## src/rtl/dds_pkg.sv

```systemverilog
// Shared constants, quadrant type and quarter-wave table formula for the
// DDS phase-to-sine converter. The ROM initialisation and any software or
// bench model draw table entries from quarter_sine() so they cannot diverge.
package dds_pkg;

    localparam int PHASE_W   = 28;
    localparam int LUT_AW    = 8;
    localparam int AMP_W     = 12;
    localparam int LUT_DEPTH = 1 << LUT_AW;
    localparam int AMP_MAX   = (1 << (AMP_W - 1)) - 1;

    typedef enum logic [1:0] {
        Q_RISE_POS = 2'd0,
        Q_FALL_POS = 2'd1,
        Q_FALL_NEG = 2'd2,
        Q_RISE_NEG = 2'd3
    } quad_e;

    // Entry k samples the first quarter wave at the centre of bin k. The
    // half-step keeps the mirrored quadrants exact and keeps the peak just
    // below AMP_MAX + 0.5, so every entry fits and negation cannot overflow.
    function automatic logic [AMP_W-2:0] quarter_sine(input int k);
        real pi;
        real x;
        real y;
        pi = 3.14159265358979323846;
        x  = (pi / 2.0) * (real'(k) + 0.5) / real'(LUT_DEPTH);
        y  = real'(AMP_MAX) * $sin(x);
        return (AMP_W - 1)'($rtoi(y + 0.5));
    endfunction

endpackage

```

## src/rtl/sine_quarter_rom.sv

```systemverilog
// Quarter-wave sine ROM: LUT_DEPTH x (AMP_W-1) unsigned magnitudes with a
// registered read (one cycle latency).
// Ports:
//   i_clk    rising-edge clock
//   i_rst_n  asynchronous active-low reset (output register only)
//   i_addr   table index
//   o_data   registered table entry
module sine_quarter_rom
    import dds_pkg::*;
(
    input  logic              i_clk,
    input  logic              i_rst_n,
    input  logic [LUT_AW-1:0] i_addr,
    output logic [AMP_W-2:0]  o_data
);

    // Constant table; contents are fixed at elaboration time.
    logic [AMP_W-2:0] w_table [LUT_DEPTH];
    logic [AMP_W-2:0] r_data;

    for (genvar k = 0; k < LUT_DEPTH; k++) begin : g_table
        assign w_table[k] = quarter_sine(k);
    end

    always_ff @(posedge i_clk or negedge i_rst_n) begin
        if (!i_rst_n) begin
            r_data <= '0;
        end else begin
            r_data <= w_table[i_addr];
        end
    end

    assign o_data = r_data;

endmodule

```

## src/rtl/dds_phase_to_sine.sv

```systemverilog
// Phase-to-amplitude converter for a DDS. Adds a phase offset, folds the
// phase into a quarter-wave table lookup and restores sign/mirroring per
// quadrant. Fixed 4-cycle latency, valid-tagged, no stalls.
// Ports:
//   CLOCK_50      rising-edge clock
//   reset         asynchronous active-low reset
//   phase_in      unsigned accumulator phase, full scale = one cycle
//   in_valid      qualifies phase_in / phase_offset
//   phase_offset  unsigned phase offset, added modulo 2^PHASE_W
//   sine_out      signed sample, loads only on valid, otherwise holds
//   out_valid     one pulse per accepted input, 4 cycles later
module dds_phase_to_sine
    import dds_pkg::*;
(
    input  logic                     CLOCK_50,
    input  logic                     reset,
    input  logic [PHASE_W-1:0]       phase_in,
    input  logic                     in_valid,
    input  logic [PHASE_W-1:0]       phase_offset,
    output logic signed [AMP_W-1:0]  sine_out,
    output logic                     out_valid
);

    localparam int TOP_W = LUT_AW + 2;

    function automatic logic is_mirrored(input quad_e q);
        return (q == Q_FALL_POS) || (q == Q_RISE_NEG);
    endfunction

    function automatic logic is_negative(input quad_e q);
        return (q == Q_FALL_NEG) || (q == Q_RISE_NEG);
    endfunction

    // Table peak is below 2^(AMP_W-1), so negation always fits.
    function automatic logic signed [AMP_W-1:0] apply_sign(input quad_e q,
                                                           input logic [AMP_W-2:0] mag);
        logic signed [AMP_W-1:0] m;
        m = $signed({1'b0, mag});
        return is_negative(q) ? -m : m;
    endfunction

    logic [PHASE_W-1:0]      w_sum;
    logic                    w_unused_lsbs;
    logic [TOP_W-1:0]        r_phase_p1;
    logic                    r_vld_p1;
    quad_e                   w_quad_p1;
    logic [LUT_AW-1:0]       w_addr_p1;
    logic [LUT_AW-1:0]       r_idx_p2;
    quad_e                   r_quad_p2;
    logic                    r_vld_p2;
    logic [AMP_W-2:0]        w_mag_p3;
    quad_e                   r_quad_p3;
    logic                    r_vld_p3;
    logic signed [AMP_W-1:0] r_sine_p4;
    logic                    r_vld_p4;

    // Modulo add: the carry-out is simply dropped. Bits below the table
    // resolution are truncated, so only the top bits are registered.
    assign w_sum         = phase_in + phase_offset;
    assign w_unused_lsbs = ^w_sum[PHASE_W-TOP_W-1:0];

    // ---- stage 1: offset-added phase ----
    always_ff @(posedge CLOCK_50 or negedge reset) begin
        if (!reset) begin
            r_phase_p1 <= '0;
            r_vld_p1   <= 1'b0;
        end else begin
            r_phase_p1 <= w_sum[PHASE_W-1 -: TOP_W];
            r_vld_p1   <= in_valid;
        end
    end

    assign w_quad_p1 = quad_e'(r_phase_p1[TOP_W-1 -: 2]);
    assign w_addr_p1 = r_phase_p1[LUT_AW-1:0];

    // ---- stage 2: quadrant split and mirrored table index ----
    always_ff @(posedge CLOCK_50 or negedge reset) begin
        if (!reset) begin
            r_idx_p2  <= '0;
            r_quad_p2 <= Q_RISE_POS;
            r_vld_p2  <= 1'b0;
        end else begin
            r_idx_p2  <= is_mirrored(w_quad_p1) ? ~w_addr_p1 : w_addr_p1;
            r_quad_p2 <= w_quad_p1;
            r_vld_p2  <= r_vld_p1;
        end
    end

    // ---- stage 3: ROM read, quadrant delayed alongside ----
    sine_quarter_rom u_rom (
        .i_clk   (CLOCK_50),
        .i_rst_n (reset),
        .i_addr  (r_idx_p2),
        .o_data  (w_mag_p3)
    );

    always_ff @(posedge CLOCK_50 or negedge reset) begin
        if (!reset) begin
            r_quad_p3 <= Q_RISE_POS;
            r_vld_p3  <= 1'b0;
        end else begin
            r_quad_p3 <= r_quad_p2;
            r_vld_p3  <= r_vld_p2;
        end
    end

    // ---- stage 4: sign restore; sample holds across bubbles ----
    always_ff @(posedge CLOCK_50 or negedge reset) begin
        if (!reset) begin
            r_sine_p4 <= '0;
            r_vld_p4  <= 1'b0;
        end else begin
            if (r_vld_p3) begin
                r_sine_p4 <= apply_sign(r_quad_p3, w_mag_p3);
            end
            r_vld_p4 <= r_vld_p3;
        end
    end

    assign sine_out  = r_sine_p4;
    assign out_valid = r_vld_p4;

endmodule

```

## config.mk

```make
export PLATFORM = sky130hd
export DESIGN_NAME = dds_phase_to_sine
export DESIGN_NICKNAME = d
export VERILOG_FILES = /design/src/rtl/dds_pkg.sv /design/src/rtl/sine_quarter_rom.sv /design/src/rtl/dds_phase_to_sine.sv
export SDC_FILE = /design/constraint.sdc
export NUM_CORES = 1
export LEC_CHECK = 0
export CORE_ASPECT_RATIO = 0.7
export CORE_UTILIZATION = 45
export DETAILED_ROUTE_END_ITERATION = 8
export PLACE_DENSITY_LB_ADDON = 0.2
export RECOVER_POWER = 25
export SYNTH_ARGS = -nofsm -noshare
export SYNTH_HDL_FRONTEND = slang
export SYNTH_SLANG_ARGS = --single-unit
```

## constraint.sdc

```tcl
create_clock -name CLOCK_50 -period 4.5 [get_ports CLOCK_50]
set_input_delay 0.675 -clock CLOCK_50 [delete_from_list [all_inputs] [get_ports CLOCK_50]]
set_output_delay 0.675 -clock CLOCK_50 [all_outputs]
set_load 0.01 [all_outputs]
```

* Yosys cells after proc, flatten, opt, wreduce, memory -nomap -nowiden *
Memories as Yosys holds them, arrays and structs flattened. A register that Yosys moved wholly into a read port is not among the register bits.
Cells that the tools add are included.

storage, ports and cells
  flip-flop bits (word level) = 38
  ROM bits = 2816
  input port bits = 59
  output and inout bits = 13
  word-level logic and storage cells = 23
  memories = 1

memory list
  name             depth  width  read ports  clocked after memory_dff  write ports  RTL line                text
  (no name shown)  256    11     1           1                         0            sine_quarter_rom.sv:29  r_data <= w_table[i_addr];

operators by class
  add/sub/neg operators = 2
  equality and inequality tests = 4
  multiplexer cells = 2
  bitwise logic cells = 2
  reductions and logical operators = 3

operators by type and width
  operator            number
  $add 28x28->28      1
  $mux 12             1
  $neg 11->12         1
  $not 8->9           1
  $mux 8              1
  $not 8->8           1
  $eq 2x2->1 const B  3
  $eq 2x1->1 const B  1
  $logic_or 1x1->1    2
  $logic_not 1->1     1

* Depth between registers and ports, before layout *
Gate-level depths: netlist (run 1).

  depth after elaboration = 3
  depth in mapped cells = 12
  gate-level depth less buffers = 9

* Cells and area by module *
Synthesis (run 1) repeated with hierarchy kept, for this count alone.

unflattened totals
  cell total of the unflattened synthesis = 756
  area, all modules = 5776.8 µm²

modules (own cells, without submodules)
  module             instances  cells an instance  area an instance (µm²)  seq. area each (µm²)
  sine_quarter_rom   1          506                3342.0                  275.3
  dds_phase_to_sine  1          250                2434.8                  900.9

* Least setup slack after synthesis (run 1) *
Ideal clock, no wire load.

  kind = reg-to-reg
  start point = register r_idx_p2[0]
  end point = register u_rom.r_data[3], in the netlist u_rom.o_data[3]
  setup time = 0.118 ns
  arrival = 2.491 ns
  required time = 4.382 ns
  slack = 1.891 ns
  cell stages (with the launch flop) = 12
  buffers on the path = 3
  clock period less this slack = 2.609 ns
  path through = dfrtp_1 -> buf_2 -> inv_1 -> ha_1 -> buf_2 -> or2_2 -> clkbuf_1 -> a21oi_1 -> a311oi_2 -> a21oi_1 -> mux4_2 -> a21o_1

between the ends
  cells in the longest elaborated chain, start to end = 1

RTL lines
  what                             RTL line                 text
  start: declaration               dds_phase_to_sine.sv:48  logic [LUT_AW-1:0] r_idx_p2;
  start signal: assignment         dds_phase_to_sine.sv:83  r_idx_p2 <= is_mirrored(w_quad_p1) ? ~w_addr_p1 : w_addr_p1;
  $not 8->9 (not written as such)  sine_quarter_rom.sv:29
  end: declaration                 sine_quarter_rom.sv:19   logic [AMP_W-2:0] r_data;

No other way between the ends.
A chain may end at the register's enable or synchronous reset.

* Final worst setup path (run 1) *
  start point = register r_idx_p2[4]
  end point = register u_rom.r_data[2], in the netlist u_rom.o_data[2]

Same word-level chain as after synthesis.

==> metrics.log, run 1 <==
[metrics] status: finished with violations
[metrics] violated checks: max-capacitance violations, max-slew violations
[metrics] delay-heaviest family, CP: compound AO/OA/AOI/OAI gates
[metrics] kind of critical path: reg -> reg
[metrics] share of post-route cells with drive strength above 1: 6.37%
[metrics] I/O pins: 72
[metrics] n_diodes: 0
[metrics] Synth cell types: 68
[metrics] Floorplan Core Area: 0.0112 sq mm
[metrics] Remaining Overflow, GRT: 0
[metrics] wire length of the first global-routing pass: 27.2 mm
[metrics] cell type with the highest occurrence count on the critical path: o21ai_0
[metrics] DRC errors left: 0
[metrics] required time of the critical path: 4640 ps
[metrics] Crit. path cell count: 8
[metrics] highest attainable clock frequency: 329 MHz
[metrics] routability congestion estimate: 0.961
[metrics] total track usage: 27.8%
[metrics] Seq cells post-synth: 47
[metrics] DR top layer: met4
[metrics] Crit Path Max Fanout: 40
[metrics] setup slack of the worst register-to-register path: 1460 ps
[metrics] startpoint of the worst register-to-register path: r_idx_p2[4]$_DFF_PN0_
[metrics] Finish-stage setup viols: 0
[metrics] power density over the cells: 746 mW/mm^2
[metrics] RSZ-0062 raised after global routing: no
[metrics] headroom to the max-slew limit: -61.5%
[metrics] amount of wire on met3 after detailed routing: 2.24 mm
[metrics] cell at the root of the clock tree: clkbuf_16
[metrics] netlist area before placement: 0.00525 sq mm
[metrics] number of buffers inserted during clock tree synthesis: 5
[metrics] # port buffers: 71
[metrics] top_reg_cell synth: dfrtp_1
[metrics] async set-or-reset flop fraction in the synthesized netlist: 100%
[metrics] Cells after Synth: 689
[metrics] clock tree from TritonCTS: yes
[metrics] fraction of the cycle the final worst path needs: 67.5%
[metrics] met1 routed wirelength after detailed routing: 7.37 mm
[metrics] per-cell routed wire length: 18.9 um
[metrics] # resized after CTS: 0
[metrics] post-detailed-route count of antenna-violating nets: 0
[metrics] wire length on met2: 6.68 mm
[metrics] number of rows in the core area: 32
[metrics] vias in the first global route: 5160
[metrics] final number of hold-violating endpoints: 0
[metrics] Mapped Nets: 789
[metrics] endpoint of the most critical register-to-register path: u_rom.o_data[2]$_DFF_PN0_
[metrics] routed via count: 5641
[metrics] hold buffer count at CTS: 0
[metrics] cell-by-cell trace of the critical path: buf_4, nor2b_1, o21ai_0, o21ai_0, nor3_1, o21ai_0, o21ai_0, o21ai_0
[metrics] area occupied by registers: 0.00118 sq mm
[metrics] end of the critical path: u_rom.o_data[2]$_DFF_PN0_
[metrics] CTS max path bufs: 2
[metrics] final hold slack: 350 ps
[metrics] commonest non-fill, non-tap cells in the layout: a21oi_1, clkdlybuf4s50_1, nor2_1
[metrics] multi-input gate area in the final layout: 0.00373 sq mm
[metrics] standard cell with the maximum stage delay on the critical path: dfrtp_2
[metrics] Min Clock Period, post-route: 3040 ps
[metrics] effective utilization at floorplan: 47.0%
[metrics] die outline area: 0.0121 sq mm
[metrics] peak supply drop: 0.000390 V
[metrics] Sinks on Clock Net: 47
[metrics] largest net degree at the start of global routing: 103
[metrics] mean instance size in the synthesized netlist: 7.62 sq um
[metrics] slew at the pin with the worst max-slew slack: 2420 ps
[metrics] path type of the worst min-delay path: reg -> reg
[metrics] commonest non-fill, non-tap cell in the layout: a21oi_1
[metrics] overall routed net length: 16.5 mm
[metrics] Detailed Route Iter0 Violations: 898
[metrics] startpoint of the most critical setup path: r_idx_p2[4]$_DFF_PN0_
[metrics] sum of negative setup slack: 0 ps
[metrics] CP startpoint kind: register
[metrics] Crit path largest cell delay: 730 ps
[metrics] path depth of the worst reg2reg path: 8
[metrics] antenna violations before repair: 0
[metrics] Clock Latency Late Sink: 280 ps
[metrics] post-CTS setup buffer count: 0
[metrics] worst path bufs/invs: 1
[metrics] Die W: 131 um
[metrics] synthesis-to-layout area growth: 17.0%
[metrics] Worst EP arrival: 3170 ps
[metrics] TritonRoute pass-1 iters: 6
[metrics] Max-cap violations: 1
[metrics] Layout fillers: 1005
[metrics] final-stage net count: 821
[metrics] worst setup skew after layout: 5.76 ps
[metrics] vertical die dimension: 92.4 um
[metrics] number of synthesized flops with an enable pin: 0
[metrics] Lkg Pwr: 2.47 nW
[metrics] clk slew on worst S/H paths: 70 ps
[metrics] Vias per Instance: 6.45
[metrics] number of pins with negative max-slew slack in the final report: 48
[metrics] post-detailed-placement half-perimeter wirelength: 12.1 mm
[metrics] depth of the CTS H-tree: 2
[metrics] sequential share of the synthesized area: 22.4%
[metrics] Yosys warning total: 0
[metrics] capturing element type of the critical path: register
[layer usage]
layer	GRT usage, %	vias up
met5	0	-
met4	5.59	0
met3	7.55	35
met2	40.6	391
met1	40.5	2591
li1	-	2624
[report_power, final]
part	internal (W)	switching [W]
sequential	0.000589	0.000240
combinational	0.00129	0.00205
clock	0.000264	0.000158
[cells in the mapped netlist, drive strengths merged, types with 5 or more instances]
cell,number,area [sq um]
nand3,14,70.1
ha,41,513
nor2,66,250
a21oi,83,415
and2,5,31.3
nand4,6,37.5
o21ai,68,340
a21o,13,97.6
buf,29,164
xnor2,10,87.6
nor2b,9,56.3
inv,15,56.3
a221oi,7,67.6
a211oi,14,105
o311ai,9,78.8
mux2i,5,50.1
nand2b,6,37.5
dfrtp,47,1180
xor2,21,184
o22ai,5,31.3
or2,5,31.3
nand2,59,221
clkbuf,31,118
mux4,8,180
o211ai,15,113
nor3,19,95.1
a31oi,8,50.1
[layout make-up]
cell class	instances	area share, %
clock buffers	5	2.04
clock inverters	3	0.753
inverters	17	1.04
multi-input cells	565	60.7
flip-flops and latches	47	19.2
well taps	153	3.11
repair buffers	85	13.2
[flip-flops by register name, summed over array words and instances, names as in the netlist]
name and count:
r_phase_p1 10, out_valid 1, r_vld_p1 1, r_vld_p3 1
r_idx_p2 8, r_quad_p3 1, r_vld_p2 1, sine_out 12
u_rom.o_data 11, r_quad_p2 1
[worst min path at each step]
stage | start | cells after the start | slack (ps) | end
finish | r_vld_p2$_DFF_PN0_ | 0 | 350 | r_vld_p3$_DFF_PN0_
global route | r_phase_p1[9]$_DFF_PN0_ | 0 | 370 | r_quad_p2[1]$_DFF_PN0_
CTS | r_vld_p2$_DFF_PN0_ | 0 | 350 | r_vld_p3$_DFF_PN0_
detailed placement | r_vld_p2$_DFF_PN0_ | 0 | 330 | r_vld_p3$_DFF_PN0_
global placement | r_vld_p2$_DFF_PN0_ | 0 | 330 | r_vld_p3$_DFF_PN0_
floorplan | r_phase_p1[9]$_DFF_PN0_ | 0 | 330 | r_quad_p2[1]$_DFF_PN0_
[stage by stage]
step | instances | instance area, sq um | setup WS, ps | util (%) | total power [W]
after floorplan | 689 | 5250 | 1890 | - | 0.00310
after global placement | 867 | 5980 | 1480 | 53.5 | 0.00404
after detailed placement | 867 | 5980 | 1360 | 53.5 | 0.00401
after CTS | 875 | 6150 | 1650 | 55.0 | 0.00445
after global routing | 875 | 6150 | 1230 | 55.0 | 0.00491
final | 875 | 6150 | 1460 | 55.0 | 0.00458
[worst register-to-register path, cell delays in order, from the launching register on]
cell and delay [ps]:
dfrtp_2 730, buf_4 490, nor2b_1 570, o21ai_0 200
o21ai_0 130, nor3_1 70, o21ai_0 160, o21ai_0 160
o21ai_0 400
[cells by family after synthesis]
group	synth area share [%]
AOI/OAI and AO/OA	32.2
xor gates and xnor gates	5.17
adders and majority gates	9.77
buffers and inverters	6.58
DFF	22.4
muxes	5.24
and+or+nand+nor	18.6
No activity file was read; power rests on OpenSTA's default activity.
==> run 2, diff against run 1 <==
clock period = 2.9 ns   (was 4.5 ns; I/O delays follow)
==> run 2 against run 1 <==
The run now ends clean; largest power group unchanged; via count up 0.90%; count of clock-buffer cells in the layout rose by 1; combinational power is 67% higher.
==> metrics.log, run 2 (synthesized netlist as in run 1, its figures left out) <==
[metrics] M2 GR Usage: 41.3%
[metrics] fraction of the cycle the final worst path needs: 95.1%
[metrics] overall routed net length: 16.8 mm
[metrics] worst setup skew after layout: 6.02 ps
[metrics] capturing element type of the critical path: register
[metrics] # resized after CTS: 0
[metrics] peak supply drop: 0.000481 V
[metrics] n_diodes: 0
[metrics] synthesis-to-layout area growth: 21.5%
[metrics] Min Clock Period, post-route: 2760 ps
[metrics] die outline area: 0.0121 sq mm
[metrics] hold buffer count at CTS: 0
[metrics] I/O pins: 72
[metrics] Sinks on Clock Net: 47
[metrics] share of post-route cells with drive strength above 1: 10.1%
[metrics] met3 usage in global routing: 7.44%
[metrics] Finish-stage setup viols: 0
[metrics] cell at the root of the clock tree: clkbuf_16
[metrics] total track usage: 27.7%
[metrics] antenna violations before repair: 0
[metrics] Largest register FFs: 12
[metrics] Worst EP arrival: 2890 ps
[metrics] sum of negative setup slack: 0 ps
[metrics] wire length of the first global-routing pass: 27.0 mm
[metrics] pre-CTS worst setup slack: 67.5 ps
[metrics] per-cell routed wire length: 18.6 um
[metrics] met1 layer usage reported by global route: 39.3%
[metrics] Lkg Pwr: 2.62 nW
[metrics] clock tree from TritonCTS: yes
[metrics] final number of hold-violating endpoints: 0
[metrics] kind of critical path: reg -> reg
[metrics] required time of the critical path: 3030 ps
[metrics] # port buffers: 71
[metrics] Vias per Instance: 6.29
[metrics] RSZ-0062 raised after global routing: no
[metrics] Floorplan Core Area: 0.0112 sq mm
[metrics] Detailed Route Iter0 Violations: 806
[metrics] post-detailed-route count of antenna-violating nets: 0
[metrics] depth of the CTS H-tree: 2
[metrics] Crit Path Max Fanout: 8
[metrics] Max-cap violations: 0
[metrics] Remaining Overflow, GRT: 0
[metrics] number of rows in the core area: 32
[metrics] status: completed
[metrics] highest attainable clock frequency: 362 MHz
[metrics] commonest non-fill, non-tap cell in the layout: a21oi_1
[metrics] final-stage net count: 851
[metrics] DRC errors left: 0
[metrics] number of buffers inserted during clock tree synthesis: 5
[metrics] TritonRoute pass-1 iters: 8
[metrics] power density over the cells: 1150 mW/mm^2
[metrics] path type of the worst min-delay path: reg -> reg
[metrics] CTS max path bufs: 2
[metrics] vertical die dimension: 92.4 um
[metrics] routed via count: 5692
[metrics] slew at the pin with the worst max-slew slack: 1220 ps
[metrics] commonest non-fill, non-tap cells in the layout: a21oi_1, clkdlybuf4s50_1, nor2_1
[metrics] clk slew on worst S/H paths: 60 ps
[metrics] Clock Latency Late Sink: 280 ps
[metrics] post-layout util: 57.1%
[metrics] CP startpoint kind: register
[metrics] largest net degree at the start of global routing: 64
[metrics] vias in the first global route: 5174
[metrics] effective utilization at floorplan: 47.0%
[metrics] post-detailed-placement half-perimeter wirelength: 12.9 mm
[metrics] post-CTS setup buffer count: 0
[metrics] number of pins with negative max-slew slack in the final report: 0
[metrics] final critical-path setup slack: 141 ps
[metrics] headroom to the max-slew limit: 18.7%
[metrics] Die W: 131 um
[metrics] GRT Max-Usage Layer: met2
[metrics] routability congestion estimate: 0.981
## run 2: cell types whose count changed in the layout (fill, tap and decap cells not counted)
cell             previous run  this run
buf_4                      14        41
clkinv_2                    0         1
o21ai_1                     4         3
bufinv_16                   1         0
inv_6                       1         0
o21ai_2                     0         1
buf_12                      0         3
dlygate4sd3_1               1         0
clkbuf_1                    1         2
clkdlybuf4s50_1            69        70
## run 2: power breakdown
part	leakage, nW	internal [W]	switching, W
Clock	0.0669	0.000318	0.000225
Combinational	2.01	0.00229	0.00328
Sequential	0.540	0.000917	0.000314
Total	2.62	0.00352	0.00382
## run 2: final cells by class
class / instances / area, sq um
Sequential cell: 47 / 1180
Timing Repair Buffer: 115 / 1070
Multi-Input combinational cell: 565 / 3730
Tap cell: 153 / 191
Inverter: 17 / 63.8
Fill cell: 983 / 4790
Clock buffer: 6 / 129
Clock inverter: 2 / 12.5
## run 2: path summary, 6_finish.rpt
check / start / end / slack [ps] / cells after the start
setup / recovery: r_idx_p2[1]$_DFF_PN0_ / u_rom.o_data[0]$_DFF_PN0_ / 140 / 9
hold / removal: r_vld_p2$_DFF_PN0_ / r_vld_p3$_DFF_PN0_ / 350 / 0
setup reg to reg: r_idx_p2[1]$_DFF_PN0_ / u_rom.o_data[0]$_DFF_PN0_ / 140 / 9
hold reg to reg: r_vld_p2$_DFF_PN0_ / r_vld_p3$_DFF_PN0_ / 350 / 0
max in group asynchronous: reset / r_idx_p2[4]$_DFF_PN0_ / 1680 / 2
min in group asynchronous: reset / sine_out[3]$_DFFE_PN0P_ / 390 / 1
## run 2: critical path: stages, from the launching register on
cell and delay (ps):
dfrtp_1 390, inv_1 170, ha_1 320, buf_4 190, and2b_1 250, o21ai_2 220
o21ai_0 180, o211ai_1 180, o21ai_0 160, mux4_2 550
## run 2: layer usage
| layer | wire length, um | vias up | part of all wire, % |
|---|---|---|---|
| li1 | - | 2684 | - |
| met1 | 7540 | 2606 | 45 |
| met2 | 6990 | 371 | 42 |
| met3 | 2000 | 29 | 12 |
| met4 | 222 | 2 | 1.3 |
| met5 | 71 | - | 0.42 |
## run 2: metrics by stage
| step | instances | power (W) | hold slack [ps] | cell area, sq um |
|---|---|---|---|---|
| 5_1_grt | 905 | 0.00783 | 362 | 6380 |
| 4_1_cts | 905 | 0.00715 | 139 | 6380 |
| 2_1_floorplan | 689 | 0.00481 | 139 | 5250 |
| 3_5_place_dp | 897 | 0.00659 | 335 | 6240 |
| 3_3_place_gp | 897 | 0.00658 | 332 | 6240 |
| 6_report | 905 | 0.00734 | 348 | 6380 |
==> run 3, diff against run 2 <==
CORE_MARGIN = 5   (was default)
==> run 3 against run 2 <==
Via count increased by 2.7%; largest power group unchanged; routed wire length increased by 2.5%; maximum frequency increased by 0.25%; count of clock-buffer cells in the layout stayed put; critical path depth unchanged; critical endpoint is now u_rom.o_data[4]$_DFF_PN0_; clock skew is essentially flat; design area decreased by 0.47%.
==> metrics.log, run 3 (synthesized netlist as in run 1, its figures left out) <==
[metrics] status: completed
[metrics] Largest register FFs: 12
[metrics] effective utilization at floorplan: 45.4%
[metrics] Min Clock Period, post-route: 2750 ps
[metrics] DRC errors left: 0
[metrics] Floorplan Core Area: 0.0116 sq mm
[metrics] wire length of the first global-routing pass: 27.9 mm
[metrics] required time of the critical path: 3030 ps
[metrics] peak supply drop: 0.000448 V
[metrics] cell at the root of the clock tree: clkbuf_16
[metrics] post-layout power: 0.00732 W
[metrics] routed via count: 5844
[metrics] Finish-stage setup viols: 0
[metrics] number of pins with negative max-slew slack in the final report: 0
[metrics] hold buffer count at CTS: 0
[metrics] synthesis-to-layout area growth: 21.0%
[metrics] sum of negative setup slack: 0 ps
[metrics] clock share of power: 7.6%
[metrics] Crit Path Max Fanout: 7
[metrics] Clock Latency Late Sink: 280 ps
[metrics] Switch Pwr: 0.00385 W
[metrics] post-detailed-placement half-perimeter wirelength: 13.0 mm
[metrics] TritonRoute pass-1 iters: 7
[metrics] final number of hold-violating endpoints: 0
[metrics] share of post-route cells with drive strength above 1: 9.61%
[metrics] relative contribution of sequential cells to total power: 16.7%
[metrics] per-cell routed wire length: 19.0 um
[metrics] commonest non-fill, non-tap cell in the layout: a21oi_1
[metrics] CP startpoint kind: register
[metrics] combinational group share of total power: 75.7%
[metrics] headroom to the max-slew limit: 11.5%
[metrics] Remaining Overflow, GRT: 0
[metrics] Die W: 139 um
[metrics] cell-by-cell trace of the critical path: inv_1, ha_1, buf_4, mux2i_1, a211oi_1, a2111oi_0, a31oi_1, o211ai_1, o21ai_1
[metrics] overall routed net length: 17.3 mm
[metrics] number of buffers inserted during clock tree synthesis: 5
[metrics] path depth of the worst reg2reg path: 9
[metrics] fraction of the cycle the final worst path needs: 94.9%
[metrics] RSZ-0062 raised after global routing: no
[metrics] largest net degree at the start of global routing: 74
[metrics] n_diodes: 0
[metrics] cell-internal power: 0.00348 W
[metrics] total track usage: 24.0%
[metrics] antenna violations before repair: 1
[metrics] clk slew on worst S/H paths: 60 ps
[metrics] highest attainable clock frequency: 363 MHz
[metrics] path type of the worst min-delay path: reg -> reg
[metrics] power density over the cells: 1150 mW/mm^2
[metrics] # resized after CTS: 0
[metrics] Vias per Instance: 6.45
[metrics] vertical die dimension: 100 um
[metrics] post-CTS setup buffer count: 0
[metrics] Detailed Route Iter0 Violations: 935
[metrics] Sinks on Clock Net: 47
[metrics] slew at the pin with the worst max-slew slack: 1330 ps
[metrics] standard cell with the maximum stage delay on the critical path: mux2i_1
[metrics] number of rows in the core area: 33
[metrics] I/O pins: 72
[metrics] Lkg Pwr: 2.60 nW
[metrics] final-stage net count: 848
[metrics] commonest non-fill, non-tap cells in the layout: a21oi_1, clkdlybuf4s50_1, nor2_1
[metrics] die outline area: 0.0140 sq mm
[metrics] capturing element type of the critical path: register
[metrics] Max-cap violations: 0
[metrics] depth of the CTS H-tree: 2
[metrics] routability congestion estimate: 1.05
[metrics] clock tree from TritonCTS: yes
[metrics] number of cells traversed by the worst hold path: 0
[metrics] Worst EP arrival: 2880 ps
[metrics] post-detailed-route count of antenna-violating nets: 0
[metrics] CTS max path bufs: 2
[metrics] # port buffers: 71
[metrics] Crit path largest cell delay: 450 ps
[metrics] Sw Ratio: 52.5%
[metrics] kind of critical path: reg -> reg
[metrics] vias in the first global route: 5462
[metrics] worst setup skew after layout: 6.28 ps
-- run 3: cell types whose count changed in the layout (fill, tap and decap cells not counted) --
cell,delta
buf_12,-1
buf_4,-2
clkinv_2,-1
inv_6,+1
o21ai_2,-1
o21ai_1,+1
-- run 3: final timing paths --
kind	from	to	slack, ps
hold reg to reg	r_vld_p1$_DFF_PN0_	r_vld_p2$_DFF_PN0_	350
min in group asynchronous	reset	sine_out[11]$_DFFE_PN0P_	440
setup / recovery	r_idx_p2[1]$_DFF_PN0_	u_rom.o_data[4]$_DFF_PN0_	150
setup reg to reg	r_idx_p2[1]$_DFF_PN0_	u_rom.o_data[4]$_DFF_PN0_	150
max in group asynchronous	reset	r_idx_p2[3]$_DFF_PN0_	1590
hold / removal	r_vld_p1$_DFF_PN0_	r_vld_p2$_DFF_PN0_	350
-- run 3: cell type report --
class                           instances  area [sq um]
Timing Repair Buffer                  112          1040
Clock buffer                            6           129
Inverter                               17          63.8
Sequential cell                        47          1180
Tap cell                              157           196
Multi-Input combinational cell        565          3730
Clock inverter                          2          16.3
Fill cell                            1076          5210
-- run 3: worst max-delay path, delay by kind of cell (launching register included) --
| kind | cells | cell delay [ps] |
|---|---|---|
| compound gates | 5 | 1000 |
| mux | 1 | 450 |
| fa+ha+maj | 1 | 390 |
| flops | 1 | 380 |
| buf+inv | 2 | 380 |
-- run 3: layer usage --
layer  share of wire (%)  track usage [%]
met1                  43             35.0
met2                  42             35.1
met3                  14             7.29
met4                 1.6             5.34
met5               0.075                0
-- run 3: power groups by stage --
stage	logic, W	clock network, W	registers, W
finish	0.00554	0.000557	0.00122
global route	0.00593	0.000603	0.00126
CTS	0.00533	0.000569	0.00122
detailed placement	0.00530	0	0.00123
global placement	0.00526	0	0.00122
floorplan	0.00370	0	0.00111
-- run 3: per-stage QoR --
| stage | cells | instance area [sq um] | hold WS [ps] | setup slack, ps | util (%) |
|---|---|---|---|---|---|
| after floorplan | 689 | 5250 | 139 | 291 | - |
| after global placement | 898 | 6210 | 332 | 133 | 53.7 |
| after detailed placement | 898 | 6210 | 336 | 82.9 | 53.7 |
| after CTS | 906 | 6350 | 157 | 195 | 55.0 |
| after global routing | 906 | 6350 | 362 | 40.5 | 54.9 |
| final | 906 | 6350 | 349 | 148 | 54.9 |
